$ cat src/rtl/mem_arbiter_pkg.sv
// mem_arbiter_pkg: shared FSM encodings, port indices and default bus widths
package mem_arbiter_pkg;

   localparam int DEF_DATA_WIDTH      = 32;
   localparam int DEF_ADDR_WIDTH      = 32;
   localparam int DEF_BYTE_DATA_WIDTH = DEF_DATA_WIDTH / 8;

   typedef enum logic [1:0] {
      S_IDLE = 2'd0,
      S_REQ  = 2'd1,
      S_RESP = 2'd2
   } state_t;

   localparam logic PORT_FETCH = 1'b0;
   localparam logic PORT_DATA  = 1'b1;

endpackage

$ cat src/rtl/mem_arbiter_if.sv
// mem_arbiter_if: req/valid transaction bundle, used for both requester ports and the memory port
interface mem_arbiter_if #(
   parameter int AW = mem_arbiter_pkg::DEF_ADDR_WIDTH,
   parameter int DW = mem_arbiter_pkg::DEF_DATA_WIDTH,
   parameter int BW = mem_arbiter_pkg::DEF_BYTE_DATA_WIDTH
);

   logic          req;
   logic          we;
   logic [AW-1:0] addr;
   logic [DW-1:0] wdata;
   logic [BW-1:0] be;
   logic          valid;
   logic [DW-1:0] rdata;

   modport master (output req, we, addr, wdata, be, input valid, rdata);
   modport slave  (input req, we, addr, wdata, be, output valid, rdata);

endinterface

$ cat src/rtl/mem_arbiter_pick.sv
// mem_arb_pick: combinational winner select; MEM_ARB_RR_EN selects round-robin, otherwise port 1 wins ties
module mem_arb_pick
   import mem_arbiter_pkg::*;
(
   input  logic req0,
   input  logic req1,
   input  logic last_grant,
   output logic any_req,
   output logic win
);

`ifdef MEM_ARB_RR_EN
   localparam bit RR_EN = 1'b1;
`else
   localparam bit RR_EN = 1'b0;
`endif

   // on a tie round-robin hands the port to whoever did not win last; otherwise data port wins
   always_comb begin
      any_req = req0 | req1;
      win     = (RR_EN && req0 && req1) ? ~last_grant : (req1 ? PORT_DATA : PORT_FETCH);
   end

endmodule

$ cat src/rtl/mem_arbiter.sv
// mem_arbiter: shares one memory port between fetch (m0) and data (m1); build option MEM_ARB_RR_EN
module mem_arbiter
   import mem_arbiter_pkg::*;
#(
   parameter int DATA_WIDTH      = 32,
   parameter int ADDR_WIDTH      = 32,
   parameter int BYTE_DATA_WIDTH = DATA_WIDTH / 8
) (
   input  logic          clk,
   input  logic          rst_n,
   mem_arbiter_if.slave  m0,
   mem_arbiter_if.slave  m1,
   mem_arbiter_if.master mem,
   output logic          busy,
   output logic          grant
);

   state_t state, state_nxt;
   logic   any_req, win, win_req, take;

   mem_arb_pick u_pick (
      .req0       (m0.req),
      .req1       (m1.req),
      .last_grant (grant),
      .any_req    (any_req),
      .win        (win)
   );

   assign take    = (state == S_IDLE) && any_req;
   assign win_req = (grant == PORT_DATA) ? m1.req : m0.req;

   // next state: one transaction at a time, response held until the winner releases req and memory releases valid
   always_comb begin
      state_nxt = state;
      case (state)
         S_IDLE:  state_nxt = any_req ? S_REQ : S_IDLE;
         S_REQ:   state_nxt = mem.valid ? S_RESP : S_REQ;
         S_RESP:  state_nxt = (!win_req && !mem.valid) ? S_IDLE : S_RESP;
         default: state_nxt = S_IDLE;
      endcase
   end

   // state register; async reset abandons any in-flight access
   always_ff @(posedge clk or negedge rst_n) begin
      if (!rst_n) state <= S_IDLE;
      else        state <= state_nxt;
   end

   // grant doubles as the round-robin pointer; request fields are captured at grant so requesters may move on
   always_ff @(posedge clk or negedge rst_n) begin
      if (!rst_n) begin
         grant     <= 1'b0;
         mem.we    <= 1'b0;
         mem.addr  <= '0;
         mem.wdata <= '0;
         mem.be    <= '0;
      end else if (take) begin
         grant     <= win;
         mem.we    <= win ? m1.we    : m0.we;
         mem.addr  <= win ? m1.addr  : m0.addr;
         mem.wdata <= win ? m1.wdata : m0.wdata;
         mem.be    <= win ? m1.be    : m0.be;
      end
   end

   // read data is captured for the winner only on reads and then held until that port's next read
   always_ff @(posedge clk or negedge rst_n) begin
      if (!rst_n) begin
         m0.rdata <= '0;
         m1.rdata <= '0;
      end else if (state == S_REQ && mem.valid && !mem.we) begin
         if (grant == PORT_DATA) m1.rdata <= mem.rdata;
         else                    m0.rdata <= mem.rdata;
      end
   end

   assign mem.req  = (state == S_REQ);
   assign busy     = (state != S_IDLE);
   assign m0.valid = (state == S_RESP) && (grant == PORT_FETCH) && m0.req;
   assign m1.valid = (state == S_RESP) && (grant == PORT_DATA) && m1.req;

endmodule
$ cat src/flat_wrapper.sv
// flat-port wrapper written by rule: the top's interface ports become plain ports
module mem_arbiter_flat import mem_arbiter_pkg::*;
#(
   parameter int DATA_WIDTH      = 32,
   parameter int ADDR_WIDTH      = 32,
   parameter int BYTE_DATA_WIDTH = DATA_WIDTH / 8
)
  (clk, rst_n, busy, grant, m0_req, m0_we, m0_addr, m0_wdata, m0_be, m0_valid, m0_rdata, m1_req, m1_we, m1_addr, m1_wdata, m1_be, m1_valid, m1_rdata, mem_req, mem_we, mem_addr, mem_wdata, mem_be, mem_valid, mem_rdata);
  mem_arbiter_if m0_i ();
  mem_arbiter_if m1_i ();
  mem_arbiter_if mem_i ();
  input  logic clk;
  input  logic rst_n;
  output logic busy;
  output logic grant;
  input wire logic [$bits(m0_i.req)-1:0] m0_req;
  input wire logic [$bits(m0_i.we)-1:0] m0_we;
  input wire logic [$bits(m0_i.addr)-1:0] m0_addr;
  input wire logic [$bits(m0_i.wdata)-1:0] m0_wdata;
  input wire logic [$bits(m0_i.be)-1:0] m0_be;
  output wire logic [$bits(m0_i.valid)-1:0] m0_valid;
  output wire logic [$bits(m0_i.rdata)-1:0] m0_rdata;
  input wire logic [$bits(m1_i.req)-1:0] m1_req;
  input wire logic [$bits(m1_i.we)-1:0] m1_we;
  input wire logic [$bits(m1_i.addr)-1:0] m1_addr;
  input wire logic [$bits(m1_i.wdata)-1:0] m1_wdata;
  input wire logic [$bits(m1_i.be)-1:0] m1_be;
  output wire logic [$bits(m1_i.valid)-1:0] m1_valid;
  output wire logic [$bits(m1_i.rdata)-1:0] m1_rdata;
  output wire logic [$bits(mem_i.req)-1:0] mem_req;
  output wire logic [$bits(mem_i.we)-1:0] mem_we;
  output wire logic [$bits(mem_i.addr)-1:0] mem_addr;
  output wire logic [$bits(mem_i.wdata)-1:0] mem_wdata;
  output wire logic [$bits(mem_i.be)-1:0] mem_be;
  input wire logic [$bits(mem_i.valid)-1:0] mem_valid;
  input wire logic [$bits(mem_i.rdata)-1:0] mem_rdata;
  assign m0_i.req = m0_req;
  assign m0_i.we = m0_we;
  assign m0_i.addr = m0_addr;
  assign m0_i.wdata = m0_wdata;
  assign m0_i.be = m0_be;
  assign m0_valid = m0_i.valid;
  assign m0_rdata = m0_i.rdata;
  assign m1_i.req = m1_req;
  assign m1_i.we = m1_we;
  assign m1_i.addr = m1_addr;
  assign m1_i.wdata = m1_wdata;
  assign m1_i.be = m1_be;
  assign m1_valid = m1_i.valid;
  assign m1_rdata = m1_i.rdata;
  assign mem_req = mem_i.req;
  assign mem_we = mem_i.we;
  assign mem_addr = mem_i.addr;
  assign mem_wdata = mem_i.wdata;
  assign mem_be = mem_i.be;
  assign mem_i.valid = mem_valid;
  assign mem_i.rdata = mem_rdata;
  mem_arbiter #(.DATA_WIDTH(DATA_WIDTH), .ADDR_WIDTH(ADDR_WIDTH), .BYTE_DATA_WIDTH(BYTE_DATA_WIDTH)) u_core (.clk(clk), .rst_n(rst_n), .m0(m0_i), .m1(m1_i), .mem(mem_i), .busy(busy), .grant(grant));
endmodule
$ cat config.mk
export PLATFORM = sky130hd
export DESIGN_NAME = mem_arbiter_flat
export DESIGN_NICKNAME = d
export VERILOG_FILES = /design/src/rtl/mem_arbiter_pkg.sv /design/src/rtl/mem_arbiter_if.sv /design/src/rtl/mem_arbiter_pick.sv /design/src/rtl/mem_arbiter.sv /design/src/flat_wrapper.sv
export SDC_FILE = /design/constraint.sdc
export NUM_CORES = 1
export LEC_CHECK = 0
export ABC_CLOCK_PERIOD_IN_PS = 2300
export CORE_MARGIN = 2
export CORE_UTILIZATION = 40
export DETAILED_ROUTE_END_ITERATION = 10
export GPL_TIMING_DRIVEN = 0
export PLACE_DENSITY = 0.88
export SLEW_MARGIN = 25
export SYNTH_ARGS = -nofsm -noshare
export SYNTH_HDL_FRONTEND = slang
export SYNTH_SLANG_ARGS = --single-unit
$ cat constraint.sdc
create_clock -name clk -period 2.3 [get_ports clk]
set_input_delay 0.345 -clock clk [delete_from_list [all_inputs] [get_ports clk]]
set_output_delay 0.345 -clock clk [all_outputs]
set_load 0.05 [all_outputs]
==> flow_results.org <==
** Drt
- Once detail routing completed, the nets flagged for antenna violations numbered 0.
- Detailed-router iteration count before antenna repair :: 4
- Average detailed-routed wire length per instance :: between 15 and 20 um
- The final layout contains routed wiring with a total length of 17.44 mm.
- The detailed router finished its first iteration with slightly above 80 violations.
- For this run, design rule violations remaining after detail routing come to 0.
- Summing over every cut layer, the via total after detailed routing is approximately 4,400.
- In the routed layout, each cell is associated on average with a via count of approximately 5.

** Cells and area
- Nets :: 884
- Filler cell count :: roughly 1,100
- Fin cells :: a little over 900
- Area growth syn-to-layout :: 67.21%
- 0 antenna diodes ended up in the layout.
- Of the cells placed in the final design, the portion with a size suffix greater than 1 is between 30% and 40%.

** Die
- During I/O placement, the number of pins put on the boundary was around 310.
- Row generation in the floorplan step produced 44 rows.
- Die height :: approximately 130 um
- The floorplan step defined a core boundary enclosing between 10,000 and 15,000 um^2.
- Initial standard-cell utilization of the core :: 40.82%
- The die covers between 15,000 and 20,000 um^2.
- The die is around 130 um wide.

** Synth
- Flip-flop and latch count after synthesis :: approximately 140
- Among all flip-flop cells after synthesis, the most frequent one is dfrtp_1.
- After synthesis, the cell types taking the most area are dfrtp_1, mux2_2, buf_2, buf_6, nor4b_4.
- Commonest cells in the netlist :: mux2_2, dfrtp_1, buf_2, buf_1, buf_6
- Of the synthesized area, sequential elements account for 57.36%.
- Cell taking the most area after synthesis :: dfrtp_1
- Yosys mapped a number of flops with a built-in enable equal to 0.
- When the netlist entered floorplanning its net count stood at 553.
- The top cell type by area accounts for 57.36% of the synthesized area.
- Synthesis produced 378 cells.
- Fraction of registers with async set or reset after synthesis :: between 90% and 100%
- Count of unique library cells instantiated by Yosys :: 21
- Yosys instantiated no cell more often than mux2_2.
- Post-synth design cell area :: 5933 um^2
- Average cell area after synthesis :: ~16 um^2
- The Yosys step of the flow raised 0 warnings.

** Place
- Input and output buffers added on the ports amount to ~310.
- The HPWL after detailed placement is 13.58 mm.
- Routability Congestion :: approximately 0.78
- Counting tap cells, the placed design contains a total of around 900 instances.

** Timing
- Post-layout minimum cycle time :: ~2200 ps
- The total count of max-transition violations in the final report came to 0.
- Of the available clock period, the critical path in the final layout requires 95.15%.
- Setup violators final :: 0
- Max Clock Skew :: around 5.0 ps
- Derived from the worst setup path, the maximum achievable clock frequency is around 0.46 GHz.
- Slew at the pin closest to its max-slew limit :: between 600 and 700 ps
- RSZ-0062 raised after global routing :: false
- The number of endpoints with negative hold slack in the final report came to 0.
- Relative slew slack :: approximately three fifths

** Setup path
- The most critical setup path has its startpoint at u_core.state[1].
- The critical path in this run is classified as flop to output pin.
- The worst setup path is launched from a flop.
- Along the worst path, the maximum fanout reaches 4.
- Number of cells on the worst reg-to-reg path :: 4
- In this run the critical register-to-register path is captured at u_core.m0.rdata[11].
- The worst register-to-register path begins at u_core.grant.
- For the worst setup path, the data required time is 1960 ps.
- R2R setup slack :: around 470 ps
- Capturing element of the worst setup path :: mem_req
- STA puts the critical path data arrival time at ~1800 ps.
- STA classifies the critical path endpoint as an output pin.

** GRT
- The via count of the first global-routing pass came to approximately 5,000.
- Maximum number of pins on one net before global-route repair :: 70
- Global routing used 22.31% of the available tracks.
- The total overflow left after global routing is 0.
- The first global-routing pass estimated between 20 and 30 mm of wire.
- Initial antenna violation count :: 0

** Flow run
- Max-cap violations in this run came to 0.

** Clock tree
- # Post-CTS Setup Buffers :: 0
- Clock tree from TritonCTS :: yes
- Number of buffers added by the clock tree synthesis step :: 17
- Clock tree synthesis selected as its root buffer the cell clkbuf_16.
- H-tree level count :: 4
- Clock-pin slew was measured on the worst setup and hold paths at approximately 60 ps.
- Clock net sink count :: about 140
- Source-to-sink clock delay at the later pin of the worst-skew pair :: 410 ps
- The clock passes through at most 2 buffers.

** Pwr
- Summing internal, switching and leakage power gives approximately 17,000 uW.
- Leakage component of the power :: just over 0.004 uW
- The worst-case IR drop observed on VDD is 0.9695 mV.
- Dividing total power by cell area gives a power density of between 1500 and 2000 nW/um^2.

** Status
- The run finished with clean final reports.

** Worst hold path
- Hold Crit Class :: input pin to asynchronous set/reset pin
==> state kept, by name, summed over array words and instances (netlist names) <==
signal,flops
u_core.grant,1
u_core.m0.rdata,32
u_core.m1.rdata,32
u_core.mem.addr,32
u_core.mem.be,4
u_core.mem.wdata,32
u_core.mem.we,1
u_core.state,2
==> critical path, stage by stage (launching register included) <==
cell             delay, ps
dfrtp_1                440
nor2b_4                160
clkdlybuf4s50_1        840
==> what timing repair did <==
| item | 4_1_cts | 5_1_grt |
|---|---|---|
| cloned | 0 | 0 |
| setup endpoints to repair | 2 | 1 |
| endpoints found under the hold margin | 67 | 0 |
| hold buffers | 1 | 0 |
| pin swaps | 0 | 0 |
| resized for setup | 2 | 1 |
==> power breakdown <==
part           internal [uW]  switching, uW
combinational           3620           5950
clock                   1710            998
sequential              3610            666
==> stage by stage <==
stage	setup WS [ps]	area (um^2)	TNS, ps	hold WS, ps	util, %
2_1_floorplan	283.2	5938	0	49.41	-
3_3_place_gp	-4133	9281	-561050	466.9	63.86
3_5_place_dp	-232.7	9314	-232.7	323.6	64.08
4_1_cts	42.87	9918	0	475.4	68.24
5_1_grt	5.220	9921	0	511.2	68.26
6_report	111.6	9921	0	472.5	68.26
==> layer usage <==
metal / GRT usage [%] / share of wire, % / up-vias
li1: - / - / 2019
met1: 23.71 / 36 / 2176
met2: 41.56 / 54 / 182
met3: 7.689 / 8.0 / 22
met4: 6.852 / 1.8 / 0
met5: 0 / 0 / -
==> worst min-delay path by stage <==
| stage | endpoint | cells after the start | slack, ps |
|---|---|---|---|
| after global routing | u_core.mem.addr[20] | 1 | 510 |
| after floorplan | u_core.grant | 0 | 50 |
| after global placement | u_core.m0.rdata[5] | 1 | 470 |
| final | u_core.m1.rdata[12] | 2 | 470 |
| after CTS | u_core.m1.rdata[12] | 2 | 480 |
| after detailed placement | u_core.m1.rdata[12] | 1 | 320 |
==> cell families after synthesis <==
kind of cell / after synthesis / synth area share, %
DFF: 136 / 57.36
and+or+nand+nor: 9 / 1.265
muxes: 203 / 38.51
AOI/OAI and AO/OA: 4 / 0.5063
buffers and inverters: 25 / 2.214
xor gates and xnor gates: 1 / 0.1476
==> cells in the final DEF (no fill, tap or decap), types with 2 or more instances in the layout <==
| master | count |
|---|---|
| clkbuf_16 | 17 |
| nor2_1 | 2 |
| buf_1 | 5 |
| inv_1 | 2 |
| nand2_1 | 2 |
| mux2_1 | 2 |
| clkinv_2 | 4 |
| mux2_2 | 200 |
| buf_2 | 12 |
| buf_6 | 3 |
| bufinv_16 | 2 |
| clkbuf_8 | 4 |
| clkinvlp_4 | 3 |
| clkdlybuf4s50_1 | 307 |
| clkbuf_1 | 2 |
| dfrtp_1 | 136 |
| dlygate4sd2_1 | 2 |
==> cell type report <==
cell class / instances / area [um^2] / area share (%)
timing repair buffer: 313 / 3156 / 31.81
inverter: 2 / 7.507 / 0.07567
multi-input combinational: 217 / 2404 / 24.23
clock buffer: 21 / 480.5 / 4.843
sequential: 136 / 3403 / 34.30
clock inverter: 11 / 120.1 / 1.211
buffer: 22 / 120.1 / 1.211
tap: 184 / 230.2 / 2.321
Note: power is estimated with default switching activity, not from simulation.
